$ cat src/rtl/alu_issue_stage.sv
// RV32I ID->EX issue register: decodes the instruction and operands into ALU opcode and operands.
// Optional macro ILLEGAL_INSN_EN adds the registered o_illegal flag.
module alu_issue_stage #(
    parameter int d_width = 32,
    parameter int op      = 4
) (
    input  logic               i_clk,
    input  logic               i_rst_n,
    input  logic               i_valid,
    output logic               o_ready,
    input  logic [31:0]        i_instr,
    input  logic [d_width-1:0] i_pc,
    input  logic [d_width-1:0] i_rs1_data,
    input  logic [d_width-1:0] i_rs2_data,
    input  logic               i_flush,
    output logic               o_valid,
    input  logic               i_ready,
    output logic [op-1:0]      o_alu_opcode,
    output logic [d_width-1:0] o_alu_data1,
    output logic [d_width-1:0] o_alu_data2,
    output logic [4:0]         o_rd,
    output logic               o_rd_we,
    output logic [2:0]         o_funct3
`ifdef ILLEGAL_INSN_EN
    ,
    output logic               o_illegal
`endif
);

    localparam logic [6:0] OPC_OP     = 7'b0110011;
    localparam logic [6:0] OPC_OPIMM  = 7'b0010011;
    localparam logic [6:0] OPC_LUI    = 7'b0110111;
    localparam logic [6:0] OPC_AUIPC  = 7'b0010111;
    localparam logic [6:0] OPC_LOAD   = 7'b0000011;
    localparam logic [6:0] OPC_STORE  = 7'b0100011;
    localparam logic [6:0] OPC_BRANCH = 7'b1100011;
    localparam logic [6:0] OPC_JAL    = 7'b1101111;
    localparam logic [6:0] OPC_JALR   = 7'b1100111;

    localparam logic [op-1:0] ALU_ADD  = op'(0);
    localparam logic [op-1:0] ALU_SUB  = op'(1);
    localparam logic [op-1:0] ALU_SLL  = op'(2);
    localparam logic [op-1:0] ALU_SLT  = op'(3);
    localparam logic [op-1:0] ALU_SLTU = op'(4);
    localparam logic [op-1:0] ALU_XOR  = op'(5);
    localparam logic [op-1:0] ALU_SRL  = op'(6);
    localparam logic [op-1:0] ALU_SRA  = op'(7);
    localparam logic [op-1:0] ALU_OR   = op'(8);
    localparam logic [op-1:0] ALU_AND  = op'(9);

    logic [6:0]         opc;
    logic [2:0]         f3;
    logic [4:0]         rd;
    logic               is_shift;
    logic [d_width-1:0] imm_i, imm_s, imm_u, shamt_i, shamt_r;

    assign opc      = i_instr[6:0];
    assign f3       = i_instr[14:12];
    assign rd       = i_instr[11:7];
    assign is_shift = (f3 == 3'b001) || (f3 == 3'b101);
    assign imm_i    = {{(d_width-12){i_instr[31]}}, i_instr[31:20]};
    assign imm_s    = {{(d_width-12){i_instr[31]}}, i_instr[31:25], i_instr[11:7]};
    assign imm_u    = d_width'({i_instr[31:12], 12'b0});
    assign shamt_i  = d_width'(i_instr[24:20]);
    assign shamt_r  = d_width'(i_rs2_data[4:0]);

    // alt selects sub on f3=000 and sra on f3=101; ignored elsewhere
    function automatic logic [op-1:0] alu_for_f3(input logic [2:0] fn, input logic alt);
        case (fn)
            3'b000:  alu_for_f3 = alt ? ALU_SUB : ALU_ADD;
            3'b001:  alu_for_f3 = ALU_SLL;
            3'b010:  alu_for_f3 = ALU_SLT;
            3'b011:  alu_for_f3 = ALU_SLTU;
            3'b100:  alu_for_f3 = ALU_XOR;
            3'b101:  alu_for_f3 = alt ? ALU_SRA : ALU_SRL;
            3'b110:  alu_for_f3 = ALU_OR;
            default: alu_for_f3 = ALU_AND;
        endcase
    endfunction

    logic [op-1:0]      nxt_opcode;
    logic [d_width-1:0] nxt_data1, nxt_data2;
    logic               nxt_writes, nxt_rd_we;

    always_comb begin
        nxt_opcode = ALU_ADD;
        nxt_data1  = '0;
        nxt_data2  = '0;
        nxt_writes = 1'b0;
        case (opc)
            OPC_OP: begin
                nxt_opcode = alu_for_f3(f3, i_instr[30]);
                nxt_data1  = i_rs1_data;
                nxt_data2  = is_shift ? shamt_r : i_rs2_data;
                nxt_writes = 1'b1;
            end
            OPC_OPIMM: begin
                nxt_opcode = alu_for_f3(f3, (f3 == 3'b101) && i_instr[30]);
                nxt_data1  = i_rs1_data;
                nxt_data2  = is_shift ? shamt_i : imm_i;
                nxt_writes = 1'b1;
            end
            OPC_LUI: begin
                nxt_data2  = imm_u;
                nxt_writes = 1'b1;
            end
            OPC_AUIPC: begin
                nxt_data1  = i_pc;
                nxt_data2  = imm_u;
                nxt_writes = 1'b1;
            end
            OPC_LOAD: begin
                nxt_data1  = i_rs1_data;
                nxt_data2  = imm_i;
                nxt_writes = 1'b1;
            end
            OPC_STORE: begin
                nxt_data1 = i_rs1_data;
                nxt_data2 = imm_s;
            end
            OPC_BRANCH: begin
                nxt_opcode = f3[2] ? (f3[1] ? ALU_SLTU : ALU_SLT) : ALU_SUB;
                nxt_data1  = i_rs1_data;
                nxt_data2  = i_rs2_data;
            end
            OPC_JAL, OPC_JALR: begin
                nxt_data1  = i_pc;
                nxt_data2  = d_width'(4);
                nxt_writes = 1'b1;
            end
            default: ;
        endcase
    end

`ifdef ILLEGAL_INSN_EN
    logic [6:0] f7;
    logic       nxt_illegal;

    assign f7 = i_instr[31:25];

    always_comb begin
        nxt_illegal = 1'b0;
        case (opc)
            OPC_OP:
                nxt_illegal = !((f7 == 7'h00) ||
                                ((f7 == 7'h20) && ((f3 == 3'b000) || (f3 == 3'b101))));
            OPC_OPIMM:
                nxt_illegal = ((f3 == 3'b001) && (f7 != 7'h00)) ||
                              ((f3 == 3'b101) && (f7 != 7'h00) && (f7 != 7'h20));
            OPC_BRANCH:
                nxt_illegal = (f3[2:1] == 2'b01);
            OPC_LUI, OPC_AUIPC, OPC_LOAD, OPC_STORE, OPC_JAL, OPC_JALR:
                nxt_illegal = 1'b0;
            default:
                nxt_illegal = 1'b1;
        endcase
    end

    assign nxt_rd_we = nxt_writes && (rd != 5'd0) && !nxt_illegal;
`else
    assign nxt_rd_we = nxt_writes && (rd != 5'd0);
`endif

    logic load;

    assign o_ready = !o_valid || i_ready;
    assign load    = i_valid && o_ready && !i_flush;

    // flush clears only the valid bit; payload registers keep their last contents
    always_ff @(posedge i_clk or negedge i_rst_n) begin
        if (!i_rst_n) begin
            o_valid      <= 1'b0;
            o_alu_opcode <= '0;
            o_alu_data1  <= '0;
            o_alu_data2  <= '0;
            o_rd         <= '0;
            o_rd_we      <= 1'b0;
            o_funct3     <= '0;
        end else begin
            if (i_flush)
                o_valid <= 1'b0;
            else if (load)
                o_valid <= 1'b1;
            else if (i_ready)
                o_valid <= 1'b0;
            if (load) begin
                o_alu_opcode <= nxt_opcode;
                o_alu_data1  <= nxt_data1;
                o_alu_data2  <= nxt_data2;
                o_rd         <= rd;
                o_rd_we      <= nxt_rd_we;
                o_funct3     <= f3;
            end
        end
    end

`ifdef ILLEGAL_INSN_EN
    always_ff @(posedge i_clk or negedge i_rst_n) begin
        if (!i_rst_n)
            o_illegal <= 1'b0;
        else if (load)
            o_illegal <= nxt_illegal;
    end
`endif

endmodule

$ cat config.mk
export PLATFORM = sky130hd
export DESIGN_NAME = alu_issue_stage
export DESIGN_NICKNAME = d
export VERILOG_FILES = /design/src/rtl/alu_issue_stage.sv
export SDC_FILE = /design/constraint.sdc
export NUM_CORES = 1
export LEC_CHECK = 0
export ABC_AREA = 1
export CAP_MARGIN = 20
export CORE_ASPECT_RATIO = 0.8
export CORE_MARGIN = 4
export CORE_UTILIZATION = 46
export CTS_BUF_LIST = sky130_fd_sc_hd__clkbuf_16
export CTS_CLUSTER_DIAMETER = 50
export DETAILED_ROUTE_END_ITERATION = 8
export PLACE_DENSITY = 0.87
export SYNTH_ARGS = -nofsm -noshare
export SYNTH_HDL_FRONTEND = slang
export SYNTH_SLANG_ARGS = --single-unit
$ cat constraint.sdc
create_clock -name i_clk -period 3.1 [get_ports i_clk]
set_clock_uncertainty 0.1 [all_clocks]
set_input_delay 0.775 -clock i_clk [delete_from_list [all_inputs] [get_ports i_clk]]
set_output_delay 0.775 -clock i_clk [all_outputs]
set_load 0.005 [all_outputs]
==> flow_summary.toml <==
[power]
total_power_w = 0.00291
leakagePower_nw = 3.65
peakVddDrop_v = 0.000410
powerDensity_nw_per_um2 = 402

[logic_synthesis]
yosys-top-cells-area = "dfrtp_1 (42%), nand2_1 (21%), nor2_1 (11%), a21oi_1 (7.2%), nand3_1 (6.1%)"
synthesis.nets = 855
synth_ff_type = "dfrtp_1"
synthCells = 722
synth_top_cell_by_area = "dfrtp_1"
ys_seq_elements = 78
yosys_warnings = 0
syn_area_sq_um = 4670
yosys.area.top_type_share_pct = 41.8
async_flop_share_pct = 100
synth_enable_flop_cells = 0
ys_types = 22
avgSynthCellArea_sq_um = 6.47
yosysSeqAreaShare_pct = 41.8

[floorplan]
die_x_microns = 121
dieArea_sq_um = 11800
core_area_sq_um = 9770
die_h_microns = 98.1
ios = 212
initial_core_util_pct = 47.8
rows = 32

[sta]
maxSlewHeadroom_pct = 67.5
rsz0062_at_grt = "no"
tightest_slew_ns = 0.487
fmax_mhz = 350
period_share_pct = 92.1
setup_viol = 0
maxSlewViolCount = 0
hold_violations = 0
holdWs_ns = 0.291
tns_ns = 0
fin_crit_ns = 2.85

[detailed_routing]
remaining_drc_errors = 0
totalWireLength_mm = 15.7
dr_total_vias = 5262
first_pass_iters = 5
viasPerCell = 4.95
avgRoutedWirePerCell_microns = 14.8
drtIter0Drc = 473
ant_nets = 0

[global_routing]
gr-total-overflow = 0
grt_max_degree = 90
grt_pass1_vias = 4984
grt_pass1_wl_mm = 25.2
antenna_found_initial = 0
grt_usage_pct = 26.6

[clock_tree]
htreeDepth = 3
cts_tree = "done"
cts_setup_buffers = 0
cts_sinks = 78
ctsRootBufferMaster = "clkbuf_16"
ctsResizeCount = 0
clkLatencyLatePin_ns = 0.34
tritoncts.num_buffers = 9
clock_path_buffers = 2
clk_pin_slew_ns = 0.07
postCtsHoldBufs = 0

[finish]
syn_to_final_growth_pct = 54.9
nets = 1055
design_area_sq_um = 7230
drive_above_1_share_pct = 5.50
ff_latch_area_sq_um = 1950
fillCellCount = 829
num_antenna_cells = 0
final_util_pct = 74.1
multiInputGateArea_sq_um = 2350

[job]
maxCapViolations = 0

[placement]
dp_hpwl_mm = 11.3
dpl_cell_area_sq_um = 6930
io_buffers = 211
gp_routability_congestion = 0.897

[worst_hold_path]
min_path_type = "primary input to async pin"

[critical_path]
crit_fanout = 3
end_kind = "output pin"
crit_arrival_ns = 1.98
cp.required_ns = 2.22
crit_type = "primary input to output pin"
start_kind = "primary input"

[status]
status = "complete, no violations"
critical path, cell delays in order:
cell and delay (ns):
clkdlybuf4s50_1 0.46, inv_1 0.04, nand2_1 0.15, clkdlybuf4s50_1 0.55
per-stage QoR:
stage	cells	setup WS (ns)
after floorplan	722	1.11
after global placement	1047	0.257
after detailed placement	1047	0.264
after CTS	1063	0.256
after global routing	1063	0.197
final	1063	0.246
cell usage in the layout, fill, tap and decap left out, drive strengths merged:
cell           count
a21oi             67
buf               18
bufinv             1
clkbuf             9
clkdlybuf4s50    210
clkinvlp           3
dfrtp             78
inv               50
nand2            267
nand3             58
nor2             139
nor3               2
o211ai             1
o21ai             16
o21bai             6
o31ai              2
power by group:
part,switching (W),internal [W],leakage (nW)
sequential,0.0000483,0.00111,1.01
combinational,0.000273,0.000381,2.50
clock,0.000465,0.000635,0.141
total,0.000786,0.00213,3.65
cell usage after synthesis, types with 2 or more instances:
master    instances
o21ai_0          14
o21ai_1           2
a21oi_1          67
inv_2             4
nand3_1          57
buf_1             2
nor3_1            2
clkbuf_1         14
nor2_2            6
nand2_1         264
inv_1            43
buf_6             3
nor2_1          132
buf_2            20
o31ai_1           2
o21bai_1          6
nand2_2           2
dfrtp_1          78
metal layers:
layer / up-vias / wire length, microns / track usage, %
met5: - / 0 / 0
met4: 0 / 204 / 5.14
met3: 18 / 1480 / 8.16
met2: 230 / 7180 / 41.9
met1: 2355 / 6840 / 36.7
li1: 2659 / - / -
final timing paths:
path	startpoint	end	slack, ns	cells past startpoint
worst min-delay path	i_rst_n	o_alu_data1[7]	0.29	1
worst min register to register	o_alu_data2[0]	o_alu_data2[0]	0.38	2
worst max register to register	o_valid	o_alu_data2[11]	1.52	6
worst max-delay path	i_ready	o_ready	0.25	4
max in group asynchronous	i_rst_n	o_alu_data2[11]	1.99	2
min in group i_clk	o_alu_data2[0]	o_alu_data2[0]	0.38	2
state kept, by name (all words and copies together), names as in the netlist:
| register | flops |
|---|---|
| o_alu_data1 | 32 |
| o_alu_data2 | 32 |
| o_alu_opcode | 4 |
| o_funct3 | 3 |
| o_rd | 5 |
| o_rd_we | 1 |
| o_valid | 1 |
area by class of cell:
type	instances	area share, %
clock buffers	9	3.11
clock inverters	7	1.12
inverters	47	2.44
multi-input cells	558	32.5
flip-flops and latches	78	27.0
well taps	136	2.35
repair buffers	228	31.4
logic make-up (layout without fill, tap and decap cells):
| logic type | count (synthesis) | in the layout | synth area share [%] |
|---|---|---|---|
| DFF | 78 | 78 | 41.8 |
| AOI/OAI and AO/OA | 92 | 92 | 10.3 |
| buffers and inverters | 86 | 291 | 7.93 |
| and+or+nand+nor | 466 | 466 | 39.9 |
Power figures use the tool's default switching activity.
==> RTL change, RTL diff (config.mk and constraints unchanged) <==
Set the parameter `op` to 6 (it was 4).
--- a/src/rtl/alu_issue_stage.sv
+++ b/src/rtl/alu_issue_stage.sv
@@ -3,5 +3,5 @@
 module alu_issue_stage #(
     parameter int d_width = 32,
-    parameter int op      = 4
+    parameter int op      = 6
 ) (
     input  logic               i_clk,
Interface: changed (resized o_alu_opcode); port bits go from 212 to 214. The function was not compared with the original's and may differ.
==> RTL change against the unedited design <==
  * Cell area rose by 0.73%
  * Routed wire length increased by 1.2%
  * Area after synthesis is 0.40% higher
  * Worst setup slack better by 49 ps
  * Non-clock buffer count grew 1
  * Sequential cell count unchanged
  * Worst hold slack lost 98 ps
  * Total power increased by 3.7%
  * Critical path type unchanged
  * Highest routed layer unchanged
==> RTL change: results (changes against the unedited design) <==
* Antenna cells at 0 (unchanged)
* Nets at 1058 (was 1055)
* Static leakage at 3.68 nW (was 3.65 nW)
* DP Cell Count at 1049 (was 1047)
* Hold Crit Class: in2async (unchanged)
* Routed len/inst at 14.9 microns (was 14.8 microns)
* DR vias at 5383 (was 5262)
* CP top delay family: buffers and inverters (unchanged)
* Crit path DAT at 1930 ps (was 1980 ps)
* Seq/Total Area, Yosys at 0.416 (was 0.418)
* Synth top area cells: dfrtp_1, nand2_1, nor2_1, a21oi_1, nand3_1 (unchanged)
* Placement Cell Area at 6920 sq um (was 6930 sq um)
* Setup bufs post-CTS at 0 (unchanged)
* Fillers at 811 (was 829)
* GRT Resource Usage Total at 0.262 (was 0.266)
* Clock transition at path regs at 60 ps
* Root buffer cell: clkbuf_16 (unchanged)
* First-pass GRT wire length at 25000 microns (was 25200 microns)
* Syn_area_per_cell at 6.47 sq um (about the same)
* H-Tree Depth at 3 (unchanged)
* Antenna violations before repair at 0 (unchanged)
* Resize count post-CTS at 0 (unchanged)
* Layout cells sized above 1 at 0.0538 (was 0.0550)
* TritonCTS Buffers at 9 (unchanged)
* Warnings, synthesis at 0 (unchanged)
* Vias in the first global route at 4931 (was 4984)
* Slew margin rel. at 0.660 (was 0.675)
* Placer Congestion at 0.913 (was 0.897)
* Pin count of the biggest net entering global routing at 79 (was 90)
* Critical-path maximum fanout at 3 (unchanged)
* Port buffer count at 211 (unchanged)
* Unique masters post-synth at 24 (was 22)
* HPWL after DPL at 11300 microns (about the same)
* Asr flop ratio synth at 1.00 (unchanged)
* Vias per cell at 5.05 (was 4.95)
* Initial DRC Count at 438 (was 473)
* Clk Latency, worst-skew pair at 330 ps
* Worst path slowest cell: clkdlybuf4s50_1 (unchanged)
* Top flop regs: o_alu_data1 (32), o_alu_data2 (32), o_rd (5) (unchanged)
* Drt pass-1 iters at 7 (was 5)
* Peak VDD IR at 0.366 mV (was 0.410 mV)
* Top FF cell, synth: dfrtp_1 (unchanged)
* Status: complete, no violations (unchanged)
* Slowest cell delay on critical path at 530 ps (was 550 ps)
* Max Buffers Root-to-Sink at 2 (unchanged)
* Post-synth top cells: nand2_1, nor2_1, dfrtp_1 (unchanged)
-- RTL change: path summary, 6_finish.rpt --
kind	start	to	slack [ps]	depth (start not counted)
setup / recovery	i_ready	o_ready	300	4
hold / removal	i_rst_n	o_alu_data2[17]	190	1
setup reg to reg	o_valid	o_alu_data1[20]	1390	6
hold reg to reg	o_alu_data2[15]	o_alu_data2[15]	370	2
max in group asynchronous	i_rst_n	o_alu_data2[20]	2100	2
min in group i_clk	o_alu_data2[15]	o_alu_data2[15]	370	2
-- RTL change: final cells by class --
| class | instances | area, sq um | area share |
|---|---|---|---|
| flip-flops and latches | 78 | 1950 | 0.268 |
| multi-input cells | 560 | 2360 | 0.324 |
| clock buffers | 9 | 225 | 0.0309 |
| clock inverters | 6 | 111 | 0.0153 |
| well taps | 136 | 170 | 0.0234 |
| inverters | 47 | 176 | 0.0242 |
| repair buffers | 229 | 2290 | 0.314 |
-- RTL change: layer usage --
layer	share of wire	GRT usage	wire [microns]
met1	0.43	0.354	6830
met3	0.091	0.0816	1450
met2	0.46	0.407	7340
met5	0	0	0
met4	0.017	0.0740	268
-- RTL change: cells by family (layout without fill, tap and decap cells) --
family / after synthesis / after routing / share of synthesized area
flops: 78 / 78 / 0.416
compound gates: 92 / 92 / 0.103
simple gates: 466 / 466 / 0.398
buf+inv: 88 / 291 / 0.0822
other cells: 1 / 2 / 0.000800
-- RTL change: report_power, final --
group          internal, mW  switching, mW  total (mW)
clock                 0.782          0.423        1.21
sequential             1.11         0.0492        1.16
combinational         0.383          0.273       0.656
total                  2.27          0.746        3.02
-- RTL change: stage by stage --
stage	hold WS [ps]	setup WS (ps)	utilization	total power, mW
floorplan	372	1110	-	1.37
global placement	361	321	0.706	1.81
detailed placement	364	297	0.706	1.83
CTS	380	291	0.740	3.05
global route	186	269	0.743	3.16
finish	193	295	0.743	3.02
